`config.mk`:
```
export PLATFORM = sky130hd
export DESIGN_NAME = seq_event_logger_flat
export DESIGN_NICKNAME = d
export VERILOG_FILES = /design/src/rtl/seq_log_pkg.sv /design/src/rtl/seq_event_logger_if.sv /design/src/rtl/seq_log_fifo.sv /design/src/rtl/seq_event_logger.sv /design/src/flat_wrapper.sv
export SDC_FILE = /design/constraint.sdc
export NUM_CORES = 1
export LEC_CHECK = 0
export ABC_AREA = 1
export BUFFER_PORTS_ARGS = -buffer_cell sky130_fd_sc_hd__buf_4
export CORE_UTILIZATION = 25
export CTS_CLUSTER_DIAMETER = 60
export DETAILED_ROUTE_END_ITERATION = 10
export PLACE_DENSITY = 0.49
export SYNTH_ARGS = -nofsm -noshare
export SYNTH_HDL_FRONTEND = slang
export SYNTH_HIERARCHICAL = 1
export SYNTH_SLANG_ARGS = --single-unit
```
`constraint.sdc`:
```
create_clock -name clk -period 6.5 [get_ports clk]
set_clock_uncertainty 0.2 [all_clocks]
set_input_delay 0.65 -clock clk [delete_from_list [all_inputs] [get_ports clk]]
set_output_delay 0.65 -clock clk [all_outputs]
set_load 0.005 [all_outputs]
```
`src/rtl/seq_log_pkg.sv`:
```
// Shared defaults and types for the sequence-detector event logger.
// Latency: n/a (types and constants only).
// Backpressure: n/a.
package seq_log_pkg;

    localparam int DEPTH_DEF = 8;
    localparam int TS_W_DEF  = 16;
    localparam int CNT_W_DEF = 8;

    typedef logic [TS_W_DEF-1:0] stamp_t;

endpackage

```
`src/rtl/seq_event_logger_if.sv`:
```
// Detector/consumer side bundle of the event logger; clr_ovf/overflow exist only with SEQ_LOG_OVF_EN.
// Latency: n/a (wires only).
// Backpressure: consumer pops with rd_en; hits are never stalled, only dropped when full.
interface seq_event_logger_if
    import seq_log_pkg::*;
#(
    parameter int DEPTH = DEPTH_DEF,
    parameter int TS_W  = TS_W_DEF,
    parameter int CNT_W = CNT_W_DEF
);
    localparam int LVL_W = $clog2(DEPTH) + 1;

    logic             hit;
    logic             rd_en;
    logic             evt_valid;
    logic [TS_W-1:0]  evt_stamp;
    logic [LVL_W-1:0] level;
    logic             full;
    logic [CNT_W-1:0] hit_count;
`ifdef SEQ_LOG_OVF_EN
    logic             clr_ovf;
    logic             overflow;

    modport master (
        output hit, rd_en, clr_ovf,
        input  evt_valid, evt_stamp, level, full, hit_count, overflow
    );
    modport slave (
        input  hit, rd_en, clr_ovf,
        output evt_valid, evt_stamp, level, full, hit_count, overflow
    );
`else
    modport master (
        output hit, rd_en,
        input  evt_valid, evt_stamp, level, full, hit_count
    );
    modport slave (
        input  hit, rd_en,
        output evt_valid, evt_stamp, level, full, hit_count
    );
`endif

endinterface

```
`src/rtl/seq_log_fifo.sv`:
```
// Circular event store: synchronous write, show-ahead read, occupancy and full flag.
// Latency: a push is visible at the head one cycle later; head data is combinational from storage.
// Backpressure: pop ignored when empty; push dropped when full unless a pop frees a slot that cycle.
module seq_log_fifo #(
    parameter int DEPTH = 8,
    parameter int DAT_W = 16
) (
    input  logic                   clk,
    input  logic                   reset,
    input  logic                   i_push_vld,
    input  logic [DAT_W-1:0]       i_push_dat,
    input  logic                   i_pop_rdy,
    output logic                   o_pop_vld,
    output logic [DAT_W-1:0]       o_pop_dat,
    output logic [$clog2(DEPTH):0] o_level,
    output logic                   o_full
);
    localparam int PTR_W = $clog2(DEPTH);
    localparam int LVL_W = PTR_W + 1;

    logic [DAT_W-1:0] r_mem [DEPTH];
    logic [PTR_W-1:0] r_wr_ptr;
    logic [PTR_W-1:0] r_rd_ptr;
    logic [LVL_W-1:0] r_level;
    logic             w_empty;
    logic             w_full;
    logic             w_pop;
    logic             w_push;

    assign w_empty = (r_level == '0);
    assign w_full  = (r_level == LVL_W'(DEPTH));
    // A pop in the same cycle frees the slot, so a full FIFO still accepts the push.
    assign w_pop   = i_pop_rdy && !w_empty;
    assign w_push  = i_push_vld && (!w_full || w_pop);

    assign o_pop_vld = !w_empty;
    assign o_pop_dat = r_mem[r_rd_ptr];
    assign o_level   = r_level;
    assign o_full    = w_full;

    // Storage write; contents need no reset because occupancy gates visibility.
    always_ff @(posedge clk) begin
        if (w_push) begin
            r_mem[r_wr_ptr] <= i_push_dat;
        end
    end

    // Pointers wrap naturally at DEPTH (power of two); level tracks net push/pop.
    always_ff @(posedge clk or negedge reset) begin
        if (!reset) begin
            r_wr_ptr <= '0;
            r_rd_ptr <= '0;
            r_level  <= '0;
        end else begin
            if (w_push) begin
                r_wr_ptr <= r_wr_ptr + PTR_W'(1);
            end
            if (w_pop) begin
                r_rd_ptr <= r_rd_ptr + PTR_W'(1);
            end
            unique case ({w_push, w_pop})
                2'b10:   r_level <= r_level + LVL_W'(1);
                2'b01:   r_level <= r_level - LVL_W'(1);
                default: r_level <= r_level;
            endcase
        end
    end

endmodule

```
`src/rtl/seq_event_logger.sv`:
```
// Timestamps detector hits into a FIFO and counts them (saturating); overflow flag under SEQ_LOG_OVF_EN.
// Latency: a hit appears on evt_valid/evt_stamp the next cycle, stamped with that cycle's ts.
// Backpressure: consumer pops via rd_en; hits arriving while full with no pop are dropped.
module seq_event_logger
    import seq_log_pkg::*;
#(
    parameter int DEPTH = DEPTH_DEF,
    parameter int TS_W  = TS_W_DEF,
    parameter int CNT_W = CNT_W_DEF
) (
    input  logic                clk,
    input  logic                reset,
    seq_event_logger_if.slave   bus
);
    logic [TS_W-1:0]  r_ts;
    logic [CNT_W-1:0] r_hit_cnt;

    seq_log_fifo #(
        .DEPTH (DEPTH),
        .DAT_W (TS_W)
    ) u_fifo (
        .clk        (clk),
        .reset      (reset),
        .i_push_vld (bus.hit),
        .i_push_dat (r_ts),
        .i_pop_rdy  (bus.rd_en),
        .o_pop_vld  (bus.evt_valid),
        .o_pop_dat  (bus.evt_stamp),
        .o_level    (bus.level),
        .o_full     (bus.full)
    );

    assign bus.hit_count = r_hit_cnt;

    // Free-running timestamp; zero in reset so the first edge after release stamps 0.
    always_ff @(posedge clk or negedge reset) begin
        if (!reset) begin
            r_ts <= '0;
        end else begin
            r_ts <= r_ts + TS_W'(1);
        end
    end

    // Every hit counts, including ones the FIFO drops; holds at all-ones.
    always_ff @(posedge clk or negedge reset) begin
        if (!reset) begin
            r_hit_cnt <= '0;
        end else if (bus.hit && (r_hit_cnt != {CNT_W{1'b1}})) begin
            r_hit_cnt <= r_hit_cnt + CNT_W'(1);
        end
    end

`ifdef SEQ_LOG_OVF_EN
    logic w_drop;
    logic r_ovf;

    assign w_drop       = bus.hit && bus.full && !(bus.rd_en && bus.evt_valid);
    assign bus.overflow = r_ovf;

    // Sticky drop flag; a new drop wins over a same-cycle clear.
    always_ff @(posedge clk or negedge reset) begin
        if (!reset) begin
            r_ovf <= 1'b0;
        end else if (w_drop) begin
            r_ovf <= 1'b1;
        end else if (bus.clr_ovf) begin
            r_ovf <= 1'b0;
        end
    end
`endif

endmodule

```
`src/flat_wrapper.sv`:
```
// flat-port wrapper written by rule: the top's interface ports become plain ports
module seq_event_logger_flat import seq_log_pkg::*;
#(
    parameter int DEPTH = DEPTH_DEF,
    parameter int TS_W  = TS_W_DEF,
    parameter int CNT_W = CNT_W_DEF
)
  (clk, reset, bus_hit, bus_rd_en, bus_evt_valid, bus_evt_stamp, bus_level, bus_full, bus_hit_count);
  seq_event_logger_if #(.DEPTH(DEPTH), .TS_W(TS_W), .CNT_W(CNT_W)) bus_i ();
  input  logic clk;
  input  logic reset;
  input wire logic [$bits(bus_i.hit)-1:0] bus_hit;
  input wire logic [$bits(bus_i.rd_en)-1:0] bus_rd_en;
  output wire logic [$bits(bus_i.evt_valid)-1:0] bus_evt_valid;
  output wire logic [$bits(bus_i.evt_stamp)-1:0] bus_evt_stamp;
  output wire logic [$bits(bus_i.level)-1:0] bus_level;
  output wire logic [$bits(bus_i.full)-1:0] bus_full;
  output wire logic [$bits(bus_i.hit_count)-1:0] bus_hit_count;
  assign bus_i.hit = bus_hit;
  assign bus_i.rd_en = bus_rd_en;
  assign bus_evt_valid = bus_i.evt_valid;
  assign bus_evt_stamp = bus_i.evt_stamp;
  assign bus_level = bus_i.level;
  assign bus_full = bus_i.full;
  assign bus_hit_count = bus_i.hit_count;
  seq_event_logger #(.DEPTH(DEPTH), .TS_W(TS_W), .CNT_W(CNT_W)) u_core (.clk(clk), .reset(reset), .bus(bus_i));
endmodule
```
==> Word level (Yosys, flattened, before mapping) <==
Memory sizes are Yosys's and may differ from the RTL's.
Cells that the tools add are included.
{ "word_totals": {"regBits": 34, "mem_bits_rw": 128, "output_inout_bits": 30, "word_cells": 27, "mem_count": 1} }
{ "classes": {"add_sub_neg": 6, "eq_ne": 4, "n_mux": 3, "reduce_logical": 8} }
{ "mem_list": {"columns": ["name", "words", "width", "rd", "rd_clocked_by_memory_dff", "write_ports", "line", "rtl"], "rows": [
  ["u_core.u_fifo.r_mem", 8, 16, 1, 0, 1, "seq_log_fifo.sv:21", "logic [DAT_W-1:0] r_mem [DEPTH];"]
]} }
{ "ops": {"columns": ["operator", "count"], "rows": [
  ["adder 16 x 1 -> 16 bit (second input constant)", 1],
  ["adder 8 x 1 -> 8 bit (second input constant)", 1],
  ["inequality test 8 bit (second input constant)", 1],
  ["one-hot mux 4 bit (2 select lines)", 1],
  ["adder 3 x 1 -> 3 bit (second input constant)", 2],
  ["adder 4 x 1 -> 4 bit (second input constant)", 1],
  ["== test 4 bit (second input constant)", 1],
  ["logical NOT 4 bit", 1],
  ["subtractor 4 x 1 -> 4 bit (second input constant)", 1],
  ["logical AND 1 bit", 3],
  ["== test 2 x 1 -> 1 bit (second input constant)", 1],
  ["== test 2 bit (second input constant)", 1],
  ["logical NOT 1 bit", 2],
  ["two-way mux 1 bit", 2],
  ["nonzero test 2 bit", 1],
  ["logical OR 1 bit", 1]
]} }

==> Depth between registers and ports, before layout <==
Gate-level depths: netlist of run 1.
{ "logic_depth": {"depth_word": 7, "ltp_mapped": 12, "depth_no_buf": 12} }

==> Cells and area by module <==
The synthesis of run 1 kept the hierarchy.
{ "modules_own_cells": {"columns": ["module", "n_inst", "cells_each", "area_per_inst_um2"], "rows": [
  ["seq_log_fifo", 1, 435, 5622.9],
  ["seq_event_logger", 1, 153, 1263.7]
]} }

==> Least setup slack after synthesis of run 1 <==
OpenSTA, ideal clock, no wires.
{ "synth_path": {"kind": "input-to-reg", "from": "input bus_rd_en", "to": "memory u_core.u_fifo.r_mem[7][0], enable pin", "setup_time_ps": 409, "t_arrival_ps": 2022, "required_ps": 5891, "path_slack_ps": 3869, "path_stages": 4, "cell_sequence": "nand2_4 nand2_2 nand2_2 nor3_1"} }
{ "synth_via": {"elab_chain_cells": 5} }
{ "synth_lines": {"columns": ["item", "line", "rtl"], "rows": [
  ["start, declared", "flat_wrapper.sv:13", "input wire logic [$bits(bus_i.rd_en)-1:0] bus_rd_en;"],
  ["logical AND 1 bit", "seq_log_fifo.sv:33", "assign w_pop = i_pop_rdy && !w_empty;"],
  ["logical OR 1 bit", "seq_log_fifo.sv:34", "assign w_push = i_push_vld && (!w_full || w_pop);"],
  ["logical AND 1 bit", "seq_log_fifo.sv:34", null],
  ["two-way mux 1 bit", "seq_log_fifo.sv:43", "if (w_push) begin"],
  ["two-way mux 1 bit (implied by the code)", "seq_log_fifo.sv:44", "r_mem[r_wr_ptr] <= i_push_dat;"],
  ["end, declared", "seq_log_fifo.sv:21", null]
]} }
No other way between the ends.

==> Worst setup path after layout of run 1 <==
{ "layout_path": {"from": "register u_core.u_fifo.r_rd_ptr[2]", "to": "output bus_evt_stamp[7]"} }
{ "layout_via": {"elab_chain_cells": 1} }
{ "layout_lines": {"columns": ["item", "line", "rtl"], "rows": [
  ["start, declared", "seq_log_fifo.sv:23", "logic [PTR_W-1:0] r_rd_ptr;"],
  ["start signal, assigned", "seq_log_fifo.sv:59", "r_rd_ptr <= r_rd_ptr + PTR_W'(1);"],
  ["memory (8 x 16 bit)", null, null],
  ["end, declared", "flat_wrapper.sv:15", "output wire logic [$bits(bus_i.evt_stamp)-1:0] bus_evt_stamp;"]
]} }
No other way between the ends.

==> flow_summary.toml, run 1 <==
[sta]
fin_crit_sh = 0.526
hold_ws_ps = 318
rsz0062_at_grt = "false"
fin_setup_tns_ps = 0
period_minus_slack_ps = 3420
finalSetupViolations = 0
slew_viol_final = 0
tightestPinTransition_ps = 1090
hold_viol_final = 0
relSlewSlack = 0.272
fmax_ghz = 0.293

[synthesis]
synth.top_cell.area_share = 0.558
synthCells = 588
avgSynthCellArea_um2 = 11.7
synth_flop_cell = "edfxtp_1"
yosysWarningCount = 6
ys_seq_area_frac = 0.682
ys_seq_elements = 162
synth_area_um2 = 6890
synthArstFlopShare = 0.210
yosysUniqueCellTypes = 33
synth_area_leaders = "edfxtp_1, dfrtp_1, nand2_1"
synth_fp_nets = 599
synth_top_area_cell = "edfxtp_1"
synth_edf_count = 128

[critical_path]
worst-setup-path-type = "reg -> out"
critPathLaunchType = "register"
path_max_fanout = 17
end_kind = "output pin"
required_ps = 5650
worst_ep_arrival_time_ps = 2570

[routing]
dr_wl_met3_um = 325
post-route-drc-count = 0
vias = 4220
avgViaCountPerCell = 4.31
met2WireLength_mm = 7.42
highest_layer = "met4"
wl_met1_mm = 6.81
wl_per_cell_um = 15.1
first_pass_iters = 4
wl_mm = 14.8
drtIter0Drc = 222
final_antenna_net_count = 0

[final_layout]
area_growth_pct = 17.7
diodes = 0
nets = 637
mostFrequentLayoutCell = "edfxtp_1"
final_cell_mix = "edfxtp_1, nand2_1, nor2_1"
drive_gt1_frac = 0.174

[pwr]
pwr-share-comb = 0.291
swShare = 0.342
ir_worst_vdd_v = 0.000188
p_leak_nw = 3.05
p_sw_mw = 1.17
pwr-share-clk = 0.294
internal-power_mw = 2.25
power.density_nw_per_um2 = 422
seqPwrFrac = 0.415

[floorplanning]
die_area_um2 = 28200
die_h_um = 168
initial_core_util = 0.256
num_io_pins = 34
die_x_um = 168
core_area_um2 = 27000
num_rows = 60

[placed_design]
place_hpwl_mm = 8.95
portBuffers = 33
gp_congestion = 0.735

[status]
status = "finished clean"

[clock_tree]
clk_pin_slew_ps = 70
cts_root_buf = "clkbuf_16"
htreeDepth = 4
cts_buffers = 17
cts_hold_buf = 1
cts_tree = "done"
clk_latency_ps = 430
cts_resized = 0
numClockSinks = 162
postCtsSetupRepairBufs = 0
clockBufferDepth = 2

[global_route]
grt_max_degree = 50
grt_pass1_wl_mm = 23.7
track_usage = 0.112
grt_overflow = 0
antenna_found_initial = 0
first_global_vias = 4134

[hold_path]
hold_class = "reg -> reg"

[run]
drv_cap = 0
synth_stat cells, drive strengths merged (8+ instances only):
cell / instances
edfxtp: 128
inv: 28
o22ai: 16
nor2: 95
xor2: 8
nand3: 20
buf: 18
o21ai: 70
mux2i: 16
dfrtp: 34
nand2: 120
worst max-delay path: stages (launching register included):
cell and delay [ps]:
dfrtp_1 850, clkinv_1 800, nand2_1 230, nand2_1 110, buf_4 150
flip-flops by register name, summed over array words and instances (netlist names):
register,count
u_core/u_fifo/r_mem,128
u_core/r_ts,16
u_core/bus.hit_count,8
u_core/u_fifo/o_level,4
u_core/u_fifo/r_rd_ptr,3
u_core/u_fifo/r_wr_ptr,3
kinds of logic (layout without fill, tap and decap cells):
logic type      count (synthesis)  in the layout  synth area share
simple gates                  247            247             0.156
xor+xnor                       14             14            0.0178
flops                         162            162             0.682
buf+inv                        52            103            0.0380
mux                            17             17            0.0249
compound gates                 89             89            0.0676
fa+ha+maj                       7              7            0.0138
area by class of cell:
class / count / area, µm²
multi-input combinational: 374 / 1960
inverter: 29 / 111
sequential: 162 / 4700
tap: 341 / 427
clock inverter: 15 / 168
fill: 2719 / 18800
timing repair buffer: 42 / 318
clock buffer: 17 / 425
per-layer routing:
| layer | vias to the layer above | GRT usage |
|---|---|---|
| met5 | - | 0 |
| met4 | 0 | 0.0407 |
| met3 | 14 | 0.0233 |
| met2 | 44 | 0.192 |
| met1 | 2050 | 0.139 |
| li1 | 2112 | - |
through the flow:
step / util / total power, mW / setup slack [ps] / instance area (µm²) / instances
after global routing: 0.301 / 3.65 / 2840 / 8110 / 980
after CTS: 0.301 / 3.48 / 2930 / 8110 / 980
after detailed placement: 0.278 / 2.47 / 3400 / 7500 / 947
after floorplan: - / 2.06 / 3870 / 6890 / 588
final: 0.301 / 3.42 / 3080 / 8110 / 980
after global placement: 0.278 / 2.46 / 3330 / 7500 / 947
power by group through the flow:
stage	combinational [mW]	sequential (mW)	clock, mW
2_1_floorplan	0.727	1.34	0
3_3_place_gp	1.02	1.45	0
3_5_place_dp	1.02	1.45	0
4_1_cts	1.02	1.43	1.03
5_1_grt	1.13	1.45	1.07
6_report	0.994	1.42	1.01
worst paths after layout:
path / start / endpoint / slack, ps / cells after the start
min reg2reg: u_core/u_fifo/r_wr_ptr[0] / u_core/u_fifo/r_wr_ptr[0] / 320 / 2
max: u_core/u_fifo/r_rd_ptr[2] / bus_evt_stamp[7] / 3080 / 4
min in group asynchronous: reset / u_core/bus.hit_count[6] / 510 / 2
min: u_core/u_fifo/r_wr_ptr[0] / u_core/u_fifo/r_wr_ptr[0] / 320 / 2
max reg2reg: u_core/u_fifo/o_level[0] / u_core/u_fifo/r_mem[6][6] / 3920 / 6
max in group asynchronous: reset / u_core/u_fifo/r_rd_ptr[0] / 5210 / 2
Note: power is estimated with default switching activity, not from simulation.
==> run 2: changes to the inputs <==
- clock period: 6.5 -> 3.16 ns (I/O delays scaled with it)
==> flow_summary.toml, run 2 (synthesized netlist as in run 1, its figures left out) <==
[status]
status = "finished clean"

[final_layout]
area_growth_pct = 18.3
mostFrequentLayoutCell = "edfxtp_1"
multi_input_area_um2 = 1960
final_cell_mix = "edfxtp_1, nand2_1, nor2_1"
largest_reg_flops = 128
top_register = "u_core/u_fifo/r_mem"
diodes = 0
nFillCells = 2670
register_area_um2 = 4700
nets = 643
drive_gt1_frac = 0.181
fin_area_um2 = 8140

[hold_path]
min_from = "bus_rd_en"
hold_class = "in -> reg"
worstHoldPathCells = 3
holdPathEnd = "u_core/u_fifo/r_rd_ptr[0]"

[critical_path]
critPathLaunchType = "register"
end_kind = "output pin"
required_ps = 2640
worst_r2r_endpoint = "u_core/u_fifo/o_level[3]"
worst_ep_arrival_time_ps = 2070
reg2reg_depth = 11
worst-setup-path-type = "reg -> out"
path_max_fanout = 28
r2r-start = "u_core/u_fifo/o_level[3]"
r2r_slack_ps = 1020

[sta]
hold_ws_ps = 22.6
fin_setup_tns_ps = 0
period_minus_slack_ps = 2580
slew_viol_final = 0
hold_viol_final = 0
fin_crit_sh = 0.818
fmax_ghz = 0.387
relSlewSlack = 0.524
rsz0062_at_grt = "false"
worst_slack_ps = 576
tightestPinTransition_ps = 710
finalSetupViolations = 0

[pwr]
power.density_nw_per_um2 = 862
ir_worst_vdd_v = 0.000376
p_leak_nw = 3.09

[routing]
wl_per_cell_um = 14.9
post-route-drc-count = 0
avgViaCountPerCell = 4.37
first_pass_iters = 6
final_antenna_net_count = 0
drtIter0Drc = 164
vias = 4307
wl_mm = 14.7

[clock_tree]
cts_tree = "done"
numClockSinks = 162
cts_buffers = 17
clk_pin_slew_ps = 70
cts_resized = 0
cts_root_buf = "clkbuf_16"
clockBufferDepth = 2
postCtsSetupRepairBufs = 0
htreeDepth = 4
clk_latency_ps = 430

[placed_design]
post-place-ws_ps = 1020
gp_congestion = 0.779
postPlaceCellArea_um2 = 7560
portBuffers = 33
place_hpwl_mm = 8.83

[floorplanning]
die_area_um2 = 28200
die_x_um = 168
core_area_um2 = 27000
num_io_pins = 34
num_rows = 60
initial_core_util = 0.256
die_h_um = 168

[global_route]
first_global_vias = 4282
grt_max_degree = 66
grt_pass1_wl_mm = 23.7
antenna_found_initial = 0
track_usage = 0.112
grt_overflow = 0

[run]
drv_cap = 0
## run 2: critical path: stages, from the launching register on
cell and delay [ps]:
dfrtp_2 690, buf_4 340, o21ai_0 120, o21ai_1 170, nand2_1 90, nand2_1 110
buf_4 120
## run 2: worst max path at each step
stage,startpoint,endpoint,cells after the start
finish,u_core/u_fifo/r_rd_ptr[1],bus_evt_stamp[2],6
global route,u_core/u_fifo/r_rd_ptr[1],bus_evt_stamp[2],6
CTS,u_core/u_fifo/r_rd_ptr[1],bus_evt_stamp[2],6
detailed placement,u_core/u_fifo/r_rd_ptr[1],bus_evt_stamp[2],6
global placement,u_core/u_fifo/r_rd_ptr[1],bus_evt_stamp[2],6
floorplan,u_core/u_fifo/o_level[1],u_core/u_fifo/r_mem[7][0],6
## run 2: per-stage QoR
step	cells	total power, mW	utilization
2_1_floorplan	588	4.25	-
3_3_place_gp	953	5.13	0.281
3_5_place_dp	953	5.13	0.281
4_1_cts	986	7.13	0.302
5_1_grt	986	7.48	0.302
6_report	986	7.02	0.302
## run 2: metal layers
metal | vias up | routed length (µm) | track usage
li1 | 2127 | - | -
met3 | 23 | 436 | 0.0254
met5 | - | 0 | 0
met2 | 62 | 7190 | 0.190
met1 | 2095 | 6730 | 0.135
met4 | 0 | 303 | 0.0503
## run 2: timing repair
action / CTS / global route
hold endpoints to repair: 34 / 0
setup endpoints to repair: 0 / 0
hold buffers: 1 / 0
## run 2: cell type report
type,count,share of cell area
Multi-Input combinational cell,374,0.241
Sequential cell,162,0.577
Inverter,29,0.0137
Clock inverter,15,0.0181
Tap cell,341,0.0524
Clock buffer,17,0.0522
Timing Repair Buffer,48,0.0461
## run 2: where the power goes
group / switching (mW) / internal (mW) / leakage [nW]
clock network: 0.877 / 1.11 / 0.279
logic: 1.34 / 0.903 / 1.18
registers: 0.203 / 2.59 / 1.63
total: 2.42 / 4.60 / 3.09
==> run 3: changes to the inputs <==
- PLACE_DENSITY: 0.49 -> 0.51
- clock period: 3.16 -> 2.1 ns (I/O delays scaled with it)
==> flow_summary.toml, run 3 (synthesized netlist as in run 1, its figures left out) <==
[routing]
wl_per_cell_um = 15.6
avgViaCountPerCell = 4.34
final_antenna_net_count = 0
wl_mm = 15.7
drtIter0Drc = 269
first_pass_iters = 4
vias = 4353
post-route-drc-count = 0

[final_layout]
fin_area_um2 = 8560
nets = 660
mostFrequentLayoutCell = "edfxtp_1"
final_util = 0.318
multi_input_area_um2 = 2010
drive_gt1_frac = 0.219
area_growth_pct = 24.3
largest_reg_flops = 128
diodes = 0
final_cell_mix = "edfxtp_1, nand2_1, nor2_1"
nFillCells = 2662
top_register = "u_core/u_fifo/r_mem"
register_area_um2 = 4700

[sta]
hold_viol_final = 0
slew_viol_final = 0
worst_slack_ps = -88.8
hold_ws_ps = 57.4
period_minus_slack_ps = 2190
fin_crit_sh = 1.04
finalSetupViolations = 10
tightestPinTransition_ps = 477
relSlewSlack = 0.682
rsz0062_at_grt = "true"
fmax_ghz = 0.457

[clock_tree]
numClockSinks = 162
cts_buffers = 17
clk_latency_ps = 410
clockBufferDepth = 2
cts_root_buf = "clkbuf_16"
cts_tree = "done"
clk_pin_slew_ps = 70
htreeDepth = 4

[floorplanning]
num_rows = 60
initial_core_util = 0.256
die_h_um = 168
core_area_um2 = 27000
num_io_pins = 34
die_x_um = 168
die_area_um2 = 28200

[placed_design]
place_hpwl_mm = 8.96
postPlaceCellArea_um2 = 7770
gp_congestion = 0.761
portBuffers = 33

[critical_path]
worst_ep_arrival_time_ps = 1780
worst-setup-path-type = "reg -> out"
critPathLaunchType = "register"
reg2reg_depth = 11
end_kind = "output pin"
path_max_fanout = 7
required_ps = 1690

[global_route]
grt_pass1_wl_mm = 23.8
grt_max_degree = 67
use_met2 = 0.193
grt_use_met1 = 0.137
antenna_found_initial = 0
track_usage = 0.111
first_global_vias = 4215
grt_overflow = 0
met3_usage = 0.0212
busiest_layer = "met2"

[run]
drv_cap = 0

[pwr]
power.density_nw_per_um2 = 1320
total_power_mw = 11.3
p_leak_nw = 3.26
ir_worst_vdd_v = 0.000544

[status]
violations = "setup timing"
status = "complete, but fails checks"

[hold_path]
hold_class = "in -> reg"
worstHoldPathCells = 4
## run 3: cell count changes in the layout (fill, tap and decap cells not counted), sizes merged, moves of 2 or more
| cell | previous run | this run |
|---|---|---|
| inv | 36 | 31 |
| clkinv | 5 | 9 |
| buf | 47 | 60 |
| clkinvlp | 2 | 0 |
| clkbuf | 17 | 24 |
## run 3: layout make-up
type	count	area share
clock buffers	21	0.0556
clock inverters	11	0.00892
inverters	29	0.0142
multi-input cells	374	0.234
flip-flops and latches	162	0.549
well taps	341	0.0499
repair buffers	65	0.0883
## run 3: layer usage
metal	up-vias	part of all wire	wire, µm
met3	11	0.022	346
li1	2161	-	-
met4	0	0.011	170
met5	-	0	0
met2	48	0.51	8040
met1	2133	0.45	7140
## run 3: through the flow
stage | setup WS [ps] | TNS, ps | cells
2_1_floorplan | -477 | -32890 | 588
3_3_place_gp | 169 | 0 | 962
3_5_place_dp | 126 | 0 | 962
4_1_cts | -101 | -1120 | 996
5_1_grt | -161 | -1850 | 1003
6_report | -88.8 | -380 | 1003
## run 3: timing repair
| action | CTS | global route |
|---|---|---|
| hold buffers | 2 | 0 |
| setup buffers | 0 | 3 |
| hold endpoints to repair | 37 | 0 |
| setup endpoints to repair | 16 | 17 |
| gates resized for setup | 5 | 45 |
| cloned | 0 | 4 |
| pin swaps | 0 | 5 |
## run 3: path summary, 6_finish.rpt
path / slack [ps] / end / startpoint
max: -90 / bus_evt_stamp[10] / u_core/u_fifo/r_rd_ptr[0]
max reg2reg: 160 / u_core/u_fifo/o_level[3] / u_core/u_fifo/o_level[0]
min in group asynchronous: 90 / u_core/bus.hit_count[6] / reset
min reg2reg: 310 / u_core/u_fifo/r_wr_ptr[0] / u_core/u_fifo/r_wr_ptr[0]
min: 60 / u_core/bus.hit_count[0] / bus_hit
max in group asynchronous: 1250 / u_core/u_fifo/r_rd_ptr[1] / reset
## run 3: worst max-delay path, stage by stage, from the launching register on
cell	delay, ps
dfrtp_2	410
buf_12	160
buf_12	130
clkbuf_16	160
nor2_4	70
nor2_1	40
o21ai_1	70
o21ai_1	80
nand2_1	70
nand2_2	70
buf_6	120
## run 3: power by group
part           internal (mW)  switching [mW]
logic                   1.96            2.37
clock network           1.63            1.24
registers               3.90           0.218
